$ cat src/rtl/keypad_pkg.sv
// Shared definitions for the keypad matrix scanner.
//   - FSM state encodings for the scan sequencer (DRIVE, SETTLE, SAMPLE, EMIT)
//   - Counter widths for the settle timer and the per-key debounce counters
//   - idx_width(): width of an index into n items, never less than 1 bit
package keypad_pkg;

    localparam int unsigned StateW     = 2;
    localparam int unsigned SettleCntW = 8;
    localparam int unsigned DbCntW     = 4;

    localparam logic [StateW-1:0] StDrive  = 2'd0;
    localparam logic [StateW-1:0] StSettle = 2'd1;
    localparam logic [StateW-1:0] StSample = 2'd2;
    localparam logic [StateW-1:0] StEmit   = 2'd3;

    function automatic int unsigned idx_width(input int unsigned n);
        return (n > 1) ? $clog2(n) : 1;
    endfunction

endpackage

$ cat src/rtl/keypad_key_bank.sv
// Per-key debounce bank: one saturating-by-flip counter and one stable bit per key.
//
// Ports:
//   clk_i, rst_i   clock, asynchronous active-high reset
//   col_i          column currently being sampled
//   sample_i       raw row levels for that column, 1 = pressed
//   strobe_i       one-cycle pulse: apply sample_i to the keys of col_i
//   flag_o         combinational, valid with strobe_i: rows whose stable state flips
//                  and that must be reported as events
//   key_state_o    debounced state of all keys, bit index = col*p_ROWS+row
//
// Build option KEYPAD_SCAN_RELEASE_EVT_EN: when defined, releases raise flag_o too;
// otherwise only presses do and releases update key_state_o silently.
module keypad_key_bank
    import keypad_pkg::*;
#(
    parameter int unsigned p_COLS      = 4,
    parameter int unsigned p_ROWS      = 4,
    parameter int unsigned p_DB_ROUNDS = 3
) (
    input  logic                         clk_i,
    input  logic                         rst_i,
    input  logic [idx_width(p_COLS)-1:0] col_i,
    input  logic [p_ROWS-1:0]            sample_i,
    input  logic                         strobe_i,
    output logic [p_ROWS-1:0]            flag_o,
    output logic [p_COLS*p_ROWS-1:0]     key_state_o
);

    localparam int unsigned NKeys = p_COLS * p_ROWS;
    localparam int unsigned KeyW  = idx_width(NKeys);

    logic [DbCntW-1:0] cnt_q [NKeys];
    logic [DbCntW-1:0] cnt_d [NKeys];
    logic [NKeys-1:0]  stable_q, stable_d;
    logic [KeyW-1:0]   key_idx [p_ROWS];

    always_comb begin
        for (int r = 0; r < int'(p_ROWS); r++) begin
            key_idx[r] = KeyW'(int'(col_i) * int'(p_ROWS) + r);
        end
    end

    always_comb begin
        cnt_d    = cnt_q;
        stable_d = stable_q;
        flag_o   = '0;
        if (strobe_i) begin
            for (int r = 0; r < int'(p_ROWS); r++) begin
                if (sample_i[r] == stable_q[key_idx[r]]) begin
                    // Any agreeing sample restarts the run of differing samples.
                    cnt_d[key_idx[r]] = '0;
                end else if (cnt_q[key_idx[r]] == DbCntW'(p_DB_ROUNDS - 1)) begin
                    stable_d[key_idx[r]] = sample_i[r];
                    cnt_d[key_idx[r]]    = '0;
`ifdef KEYPAD_SCAN_RELEASE_EVT_EN
                    flag_o[r] = 1'b1;
`else
                    flag_o[r] = sample_i[r];
`endif
                end else begin
                    cnt_d[key_idx[r]] = cnt_q[key_idx[r]] + DbCntW'(1);
                end
            end
        end
    end

    always_ff @(posedge clk_i or posedge rst_i) begin
        if (rst_i) begin
            stable_q <= '0;
            for (int k = 0; k < int'(NKeys); k++) begin
                cnt_q[k] <= '0;
            end
        end else begin
            stable_q <= stable_d;
            cnt_q    <= cnt_d;
        end
    end

    assign key_state_o = stable_q;

endmodule

$ cat src/rtl/keypad_scan_ctrl.sv
// Keypad matrix scan controller. Drives one active-low column at a time, waits for the
// rows to settle, samples them through a 2-flop synchroniser, debounces every key and
// reports debounced changes through a single-entry valid/ready event port.
//
// Ports:
//   i_clk, i_rst     clock, asynchronous active-high reset
//   ov_col_n         column drive, active-low, at most one bit low
//   iv_row_n         row sense, active-low, asynchronous to i_clk
//   ov_key_state     debounced key state, 1 = pressed, bit = col*p_ROWS+row
//   o_evt_valid      event available; code/press held until accepted
//   i_evt_ready      consumer accepts the event
//   ov_evt_code      key index col*p_ROWS+row
//   o_evt_press      1 = press, 0 = release
//   o_sweep_tick     one-cycle pulse as the last column leaves EMIT
//
// Build option KEYPAD_SCAN_RELEASE_EVT_EN: when defined, releases are reported as events
// with o_evt_press = 0; otherwise releases are silent and o_evt_press is tied to 1.
module keypad_scan_ctrl
    import keypad_pkg::*;
#(
    parameter int unsigned p_COLS      = 4,
    parameter int unsigned p_ROWS      = 4,
    parameter int unsigned p_SETTLE    = 4,
    parameter int unsigned p_DB_ROUNDS = 3
) (
    input  logic                                i_clk,
    input  logic                                i_rst,
    output logic [p_COLS-1:0]                   ov_col_n,
    input  logic [p_ROWS-1:0]                   iv_row_n,
    output logic [p_COLS*p_ROWS-1:0]            ov_key_state,
    output logic                                o_evt_valid,
    input  logic                                i_evt_ready,
    output logic [idx_width(p_COLS*p_ROWS)-1:0] ov_evt_code,
    output logic                                o_evt_press,
    output logic                                o_sweep_tick
);

    localparam int unsigned NKeys = p_COLS * p_ROWS;
    localparam int unsigned CodeW = idx_width(NKeys);
    localparam int unsigned ColW  = idx_width(p_COLS);
    localparam int unsigned RowW  = idx_width(p_ROWS);

    logic [p_ROWS-1:0]     row_meta_q, row_sync_q;
    logic [StateW-1:0]     state_q, state_d;
    logic [SettleCntW-1:0] settle_q, settle_d;
    logic [ColW-1:0]       col_q, col_d;
    logic [p_COLS-1:0]     col_n_q, col_n_d;
    logic [p_ROWS-1:0]     pending_q, pending_d;
    logic [p_ROWS-1:0]     flip_flags;
    logic [RowW-1:0]       sel_row;
    logic [CodeW-1:0]      sel_code;
    logic                  in_emit, emit_busy, last_col;

    always_ff @(posedge i_clk or posedge i_rst) begin
        if (i_rst) begin
            row_meta_q <= '1;
            row_sync_q <= '1;
        end else begin
            row_meta_q <= iv_row_n;
            row_sync_q <= row_meta_q;
        end
    end

    keypad_key_bank #(
        .p_COLS      (p_COLS),
        .p_ROWS      (p_ROWS),
        .p_DB_ROUNDS (p_DB_ROUNDS)
    ) u_key_bank (
        .clk_i       (i_clk),
        .rst_i       (i_rst),
        .col_i       (col_q),
        .sample_i    (~row_sync_q),
        .strobe_i    (state_q == StSample),
        .flag_o      (flip_flags),
        .key_state_o (ov_key_state)
    );

    // Lowest-indexed pending row is presented first.
    always_comb begin
        sel_row = '0;
        for (int r = int'(p_ROWS) - 1; r >= 0; r--) begin
            if (pending_q[r]) begin
                sel_row = RowW'(r);
            end
        end
    end

    assign sel_code  = CodeW'(int'(col_q) * int'(p_ROWS) + int'(sel_row));
    assign in_emit   = (state_q == StEmit);
    assign emit_busy = in_emit && (|pending_q);
    assign last_col  = (col_q == ColW'(p_COLS - 1));

    always_comb begin
        state_d   = state_q;
        settle_d  = settle_q;
        col_d     = col_q;
        col_n_d   = col_n_q;
        pending_d = pending_q;
        case (state_q)
            StDrive: begin
                col_n_d  = ~(p_COLS'(1) << col_q);
                settle_d = SettleCntW'(p_SETTLE - 1);
                state_d  = StSettle;
            end
            StSettle: begin
                if (settle_q == '0) begin
                    state_d = StSample;
                end else begin
                    settle_d = settle_q - SettleCntW'(1);
                end
            end
            StSample: begin
                pending_d = flip_flags;
                state_d   = StEmit;
            end
            StEmit: begin
                if (pending_q == '0) begin
                    col_d   = last_col ? '0 : col_q + ColW'(1);
                    state_d = StDrive;
                end else if (i_evt_ready) begin
                    // Scan stays stalled here with the column still driven.
                    pending_d[sel_row] = 1'b0;
                end
            end
            default: begin
                state_d = StDrive;
            end
        endcase
    end

    always_ff @(posedge i_clk or posedge i_rst) begin
        if (i_rst) begin
            state_q   <= StDrive;
            settle_q  <= '0;
            col_q     <= '0;
            col_n_q   <= '1;
            pending_q <= '0;
        end else begin
            state_q   <= state_d;
            settle_q  <= settle_d;
            col_q     <= col_d;
            col_n_q   <= col_n_d;
            pending_q <= pending_d;
        end
    end

    assign ov_col_n     = col_n_q;
    assign o_evt_valid  = emit_busy;
    assign ov_evt_code  = emit_busy ? sel_code : '0;
    assign o_sweep_tick = in_emit && (pending_q == '0) && last_col;

`ifdef KEYPAD_SCAN_RELEASE_EVT_EN
    // The stable bit was already updated in SAMPLE, so it is the new level.
    assign o_evt_press = emit_busy & ov_key_state[sel_code];
`else
    assign o_evt_press = 1'b1;
`endif

endmodule
$ cat config.mk
export PLATFORM = sky130hd
export DESIGN_NAME = keypad_scan_ctrl
export DESIGN_NICKNAME = d
export VERILOG_FILES = /design/src/rtl/keypad_pkg.sv /design/src/rtl/keypad_key_bank.sv /design/src/rtl/keypad_scan_ctrl.sv
export SDC_FILE = /design/constraint.sdc
export NUM_CORES = 1
export LEC_CHECK = 0
export BUFFER_PORTS_ARGS = -buffer_cell sky130_fd_sc_hd__buf_2
export CORE_ASPECT_RATIO = 1.25
export CORE_MARGIN = 5
export CORE_UTILIZATION = 50
export CTS_BUF_LIST = sky130_fd_sc_hd__clkbuf_8 sky130_fd_sc_hd__clkbuf_16
export DETAILED_ROUTE_END_ITERATION = 8
export GPL_TIMING_DRIVEN = 0
export PLACE_DENSITY = 0.68
export SYNTH_ARGS = -nofsm -noshare
export SYNTH_HDL_FRONTEND = slang
export SYNTH_SLANG_ARGS = --single-unit
$ cat constraint.sdc
create_clock -name i_clk -period 6.6 [get_ports i_clk]
set_clock_uncertainty 0.1 [all_clocks]
set_input_delay 1.32 -clock i_clk [delete_from_list [all_inputs] [get_ports i_clk]]
set_output_delay 1.32 -clock i_clk [all_outputs]
set_load 0.05 [all_outputs]
==> results of run 1 <==
cell families (layout without fill, tap and decap cells):
family	count (synthesis)	after routing	synth area share
AND/OR/NAND/NOR	137	137	0.1259
AO/OA/AOI/OAI	108	108	0.1266
flip-flops	108	108	0.5130
buffers and inverters	46	95	0.03590
multiplexers	42	42	0.1330
adder cells (fa/ha/maj)	18	18	0.04251
XOR/XNOR	11	11	0.02244
other	1	1	0.0007079
worst max-delay path, cell delays in order, from the launching register on:
cell	delay (ns)
dfrtp_1	0.37
clkbuf_1	0.31
buf_2	0.45
buf_2	0.38
inv_1	0.14
nor2_1	0.16
buf_2	0.29
report_power, final:
group | leakage (nW) | total [mW] | switching [mW] | internal [mW]
Sequential | 1.42 | 0.681 | 0.00615 | 0.675
Combinational | 1.14 | 0.0414 | 0.0269 | 0.0145
Clock | 0.161 | 0.574 | 0.234 | 0.340
Total | 2.73 | 1.30 | 0.267 | 1.03
Yosys cell counts, drive strengths merged:
cell type	number	area [um^2]
nor2b	9	56.30
a21o	1	7.510
nor3	1	5.000
a21oi	6	30.03
nor2	11	41.29
mux2	15	168.9
o211ai	5	37.54
or4	1	7.510
xnor2	4	57.56
nand2b	7	43.79
nor4	2	12.51
dfrtp	96	2402
o21ai	59	295.3
conb	1	3.750
or3b	4	35.03
mux4	20	465.5
inv	19	71.32
nor3b	1	7.510
mux2i	7	70.07
nand3b	1	7.510
o2bb2ai	1	15.01
clkbuf	20	75.07
nand2	67	251.5
and3	3	18.77
ha	18	225.2
o41ai	1	8.760
nand3	24	120.1
nor4b	1	8.760
o31ai	35	276.5
dfstp	12	315.3
xor2	7	61.31
or3	5	51.30
buf	7	43.79
state kept, by name (all words and copies together) (netlist names):
name and cells:
pending_q 4, ov_col_n 4, col_q 2, row_sync_q 4, settle_q 8, row_meta_q 4
u_key_bank.cnt_q 64, u_key_bank.key_state_o 16, state_q 2
area by class of cell:
type / instances / area [um^2]
inverters: 19 / 73.82
repair buffers: 33 / 187.7
plain buffers: 27 / 118.9
clock inverters: 6 / 80.08
well taps: 132 / 165.2
clock buffers: 10 / 239.0
multi-input cells: 317 / 2390
flip-flops and latches: 108 / 2718
fillers: 916 / 4538
per-layer routing:
layer / part of all wire / up-vias
li1: - / 1770
met5: 0 / -
met1: 0.42 / 1927
met3: 0.046 / 31
met4: 0.029 / 0
met2: 0.50 / 108
stage by stage:
stage               std cells    util  cell area (um^2)  hold slack, ns  worst slack [ns]
floorplan                 471       -              5298          0.2452             2.354
global placement          635  0.5350              5623          0.2456             1.162
detailed placement        636  0.5379              5653          0.2468             2.965
CTS                       652  0.5682              5972          0.2568             2.711
global route              652  0.5682              5972          0.2600             2.555
finish                    652  0.5682              5972          0.2562             2.735
how the worst min path moves through the flow:
stage / cells past startpoint / end / slack [ns]
4_1_cts: 0 / row_sync_q[3] / 0.26
2_1_floorplan: 0 / row_sync_q[0] / 0.25
3_5_place_dp: 0 / row_sync_q[2] / 0.25
6_report: 0 / row_sync_q[3] / 0.26
3_3_place_gp: 0 / row_sync_q[1] / 0.25
5_1_grt: 0 / row_sync_q[3] / 0.26
==> run_results.csv, run 1 <==
group,metric,value,unit
clock_network,clockRootBuffer,"clkbuf_16",
drt,drc,0,
setup_path,worstPathRequired,5.18,ns
global_route,grtUsageMet1,0.2870,
synthesis,yosysSeqAreaShare,0.5130,
clock_network,h-tree-depth,3,
timing,relSlewSlack,0.3660,
synthesis,syn_area_per_cell,11.25,um^2
floorplanning,start_util,0.5040,
drt,first_pass_iters,5,
floorplanning,num_rows,42,
setup_path,startpoint,"col_q[0]",
synthesis,ys_warn_count,0,
clock_network,numCtsBuffers,9,
cells_and_area,area_delta_synth_final,12.73,%
placement,port_buffers,32,
clock_network,hold_buffers,0,
cells_and_area,drive_gt1_frac,0.2058,
clock_network,path_clk_slew,0.07,ns
floorplanning,die-width,102.1,um
timing,post-route-period-util,0.5855,
global_route,grt_pass1_wl,20830,um
setup_path,reg2reg_depth,10,
global_route,grt_max_degree,58,
setup_path,cp.arrival,2.44,ns
clock_network,post_cts_buffers,0,
setup_path,crit_path_end,"ov_evt_code[2]",
setup_path,worst_setup_path_start_kind,"register",
global_route,use_met3,0.03844,
synthesis,syn_area,0.005298,mm^2
timing,worst_slew_pin_slew,0.9388,ns
drt,wl_per_cell,19.19,um
clock_network,clock_latency,0.35,ns
timing,grt_setup_unrepaired,"no",
synthesis,ys_ff_latch,108,
floorplanning,core_area,0.01051,mm^2
power,p_per_area,217.1,mW/mm^2
global_route,gr-usage-met2,0.3356,
timing,period_needed,3.865,ns
worst_hold_path,hold_path_startpoint,"row_meta_q[3]",
synthesis,synth_cell_type_count,40,
flow_run,drv_cap,0,
drt,vias_per_cell,5.883,
cells_and_area,layout_commonest_cell,"dfrtp_1",
setup_path,crit_fanout,10,
global_route,antenna_found_initial,0,
power,leakagePower,2.729,nW
placement,place_congestion,0.8277,
drt,drtAntennaViolNets,0,
clock_network,cts_tree,"yes",
setup_path,timing_worst_setup_path_type,"reg -> out",
drt,drt_iter0_markers,215,
drt,wirelength,12510,um
clock_network,clock-sinks,108,
cells_and_area,n_antenna_cell,0,
timing,fin_tns_setup,0,ns
timing,hold_viol,0,
cells_and_area,fin_nets,540,
drt,vias,3836,
timing,setup_violations,0,
setup_path,r2r_setup_slack,2.99,ns
power,fin_total_pwr,1.296,mW
placement,post-dp-hpwl,8753,um
global_route,grt_pass1_vias,3936,
timing,max_clock_freq,0.2588,GHz
setup_path,r2r_end,"u_key_bank.cnt_q[57]",
clock_network,cts_max_path_buffers,2,
global_route,gr-total-overflow,0,
global_route,grt_usage,0.2122,
timing,final_max_slew_viol_count,0,
floorplanning,io_pins,34,
floorplanning,die_h,125.1,um
setup_path,reg2reg_from,"col_q[0]",
clock_network,cts_resized,0,
synthesis,synth_nets,496,
power,ir_worst_vdd,0.1228,mV
global_route,grt-busiest-layer,"met2",
setup_path,endpoint_kind,"primary output",
run_status,status,"completed",
synthesis,synthCells,471,
worst_hold_path,hold_class,"reg -> reg",
cells_and_area,layout_common_cells,"dfrtp_1, nand2_1, o21ai_0, buf_2, o31ai_1",
floorplanning,die_area,0.01277,mm^2
(Power assumes the default switching activity.)
==> run 2, diff against run 1 <==
==> constraint.sdc (replaced) <==
create_clock -name i_clk -period 3.88 [get_ports i_clk]
set_clock_uncertainty 0.1 [all_clocks]
set_input_delay 0.776 -clock i_clk [delete_from_list [all_inputs] [get_ports i_clk]]
set_output_delay 0.776 -clock i_clk [all_outputs]
set_load 0.05 [all_outputs]
==> run_results.csv, run 2 (same netlist as run 1, synthesis figures left out) <==
group,metric,value,unit
setup_path,crit_fanout,10,
timing,grt_setup_unrepaired,"no",
cells_and_area,layout_common_cells,"dfrtp_1, nand2_1, o21ai_0, buf_2, o31ai_1",
timing,period_needed,3.495,ns
drt,vias_per_cell,5.891,
clock_network,cts_tree,"yes",
setup_path,endpoint_kind,"register",
global_route,grt_pass1_wl,20830,um
power,fin_total_pwr,2.204,mW
placement,place_inst,636,
cells_and_area,final_cell_count_no_fill,652,
drt,drc,0,
timing,whs,0.2562,ns
clock_network,hold_buffers,0,
timing,max_clock_freq,0.2861,GHz
placement,place_congestion,0.8277,
drt,first_pass_iters,5,
timing,setup_slack,0.3846,ns
cells_and_area,n_antenna_cell,0,
worst_hold_path,hold_class,"reg -> reg",
setup_path,worstPathRequired,4.04,ns
floorplanning,io_pins,34,
setup_path,crit_family,"buffers and inverters",
cells_and_area,drive_gt1_frac,0.2096,
global_route,grt_pass1_vias,3936,
global_route,antenna_found_initial,0,
drt,drtAntennaViolNets,0,
floorplanning,die_area,0.01277,mm^2
cells_and_area,area_delta_synth_final,12.78,%
setup_path,worst_setup_path_start_kind,"register",
clock_network,path_clk_slew,0.07,ns
timing,final_max_slew_viol_count,0,
flow_run,drv_cap,0,
clock_network,numCtsBuffers,9,
clock_network,h-tree-depth,3,
clock_network,post_cts_buffers,0,
floorplanning,die_h,125.1,um
placement,port_buffers,32,
drt,wirelength,12500,um
cells_and_area,fin_nets,540,
timing,relSlewSlack,0.3657,
power,p_per_area,368.9,mW/mm^2
global_route,grt_usage,0.2122,
timing,post-route-period-util,0.9009,
drt,drt_iter0_markers,215,
placement,post-dp-hpwl,8753,um
power,leakagePower,2.734,nW
run_status,status,"completed",
setup_path,cp_slowest_cell,"buf_2",
setup_path,cp_slowest_stage_delay,0.45,ns
timing,hold_viol,0,
clock_network,cts_resized,0,
cells_and_area,final_util,0.5685,
setup_path,path_cells,"clkbuf_1 > buf_2 > buf_2 > mux4_2 > inv_1 > ha_1 > or3b_1 > clkbuf_1 > or3_4 > o21ai_1",
floorplanning,start_util,0.5040,
clock_network,cts_max_path_buffers,2,
global_route,grt_max_degree,58,
clock_network,clock-sinks,108,
clock_network,clock_latency,0.35,ns
cells_and_area,regMostFlops,"u_key_bank.cnt_q",
drt,vias,3841,
placement,dp_slack,0.2451,ns
power,ir_worst_vdd,0.2070,mV
timing,setup_violations,0,
setup_path,timing_worst_setup_path_type,"reg -> reg",
clock_network,clockRootBuffer,"clkbuf_16",
setup_path,cp.arrival,3.66,ns
cells_and_area,num-fill-cells,915,
floorplanning,die-width,102.1,um
floorplanning,num_rows,42,
cells_and_area,layout_commonest_cell,"dfrtp_1",
timing,worst_slew_pin_slew,0.9391,ns
drt,wl_per_cell,19.16,um
cells_and_area,largest_register_ff_count,64,
setup_path,crit_buf_inv,5,
floorplanning,core_area,0.01051,mm^2
global_route,gr-total-overflow,0,
run 2: worst paths after layout:
path	start	endpoint	slack [ns]	cells past startpoint
hold / removal	row_meta_q[3]	row_sync_q[3]	0.26	0
setup reg to reg	col_q[0]	u_key_bank.key_state_o[6]	0.38	10
setup / recovery	col_q[0]	u_key_bank.key_state_o[6]	0.38	10
hold reg to reg	row_meta_q[3]	row_sync_q[3]	0.26	0
min in group asynchronous	i_rst	u_key_bank.cnt_q[51]	0.43	2
max in group asynchronous	i_rst	ov_col_n[0]	2.49	3
run 2: worst register-to-register path: stages (launching register included):
cell	delay, ns
dfrtp_1	0.37
clkbuf_1	0.31
buf_2	0.45
buf_2	0.38
mux4_2	0.44
inv_1	0.09
ha_1	0.15
or3b_1	0.34
clkbuf_1	0.18
or3_4	0.45
o21ai_1	0.15
run 2: power breakdown:
part	switching (mW)	internal, mW	leakage, nW
clock	0.397	0.578	0.161
sequential	0.0104	1.15	1.42
combinational	0.0458	0.0246	1.15
total	0.454	1.75	2.73
run 2: metal layers:
| layer | global-route usage | up-vias | share of wire |
|---|---|---|---|
| li1 | - | 1773 | - |
| met1 | 0.2870 | 1934 | 0.42 |
| met2 | 0.3356 | 107 | 0.50 |
| met3 | 0.03844 | 27 | 0.051 |
| met4 | 0.08958 | 0 | 0.027 |
| met5 | 0 | - | 0 |
run 2: area by class of cell:
class                   count  area, um^2  area share
clock buffers              10       239.0     0.04000
inverters                  19       73.82     0.01236
repair buffers             33       187.7     0.03141
well taps                 132       165.2     0.02764
plain buffers              27       121.4     0.02031
clock inverters             6       80.08     0.01340
multi-input cells         317        2390      0.4000
flip-flops and latches    108        2718      0.4549
run 2: per-stage QoR:
step	area [um^2]	setup TNS, ns
2_1_floorplan	5298	0
4_1_cts	5972	0
3_3_place_gp	5623	-96.70
3_5_place_dp	5653	0
6_report	5974	0
5_1_grt	5974	0
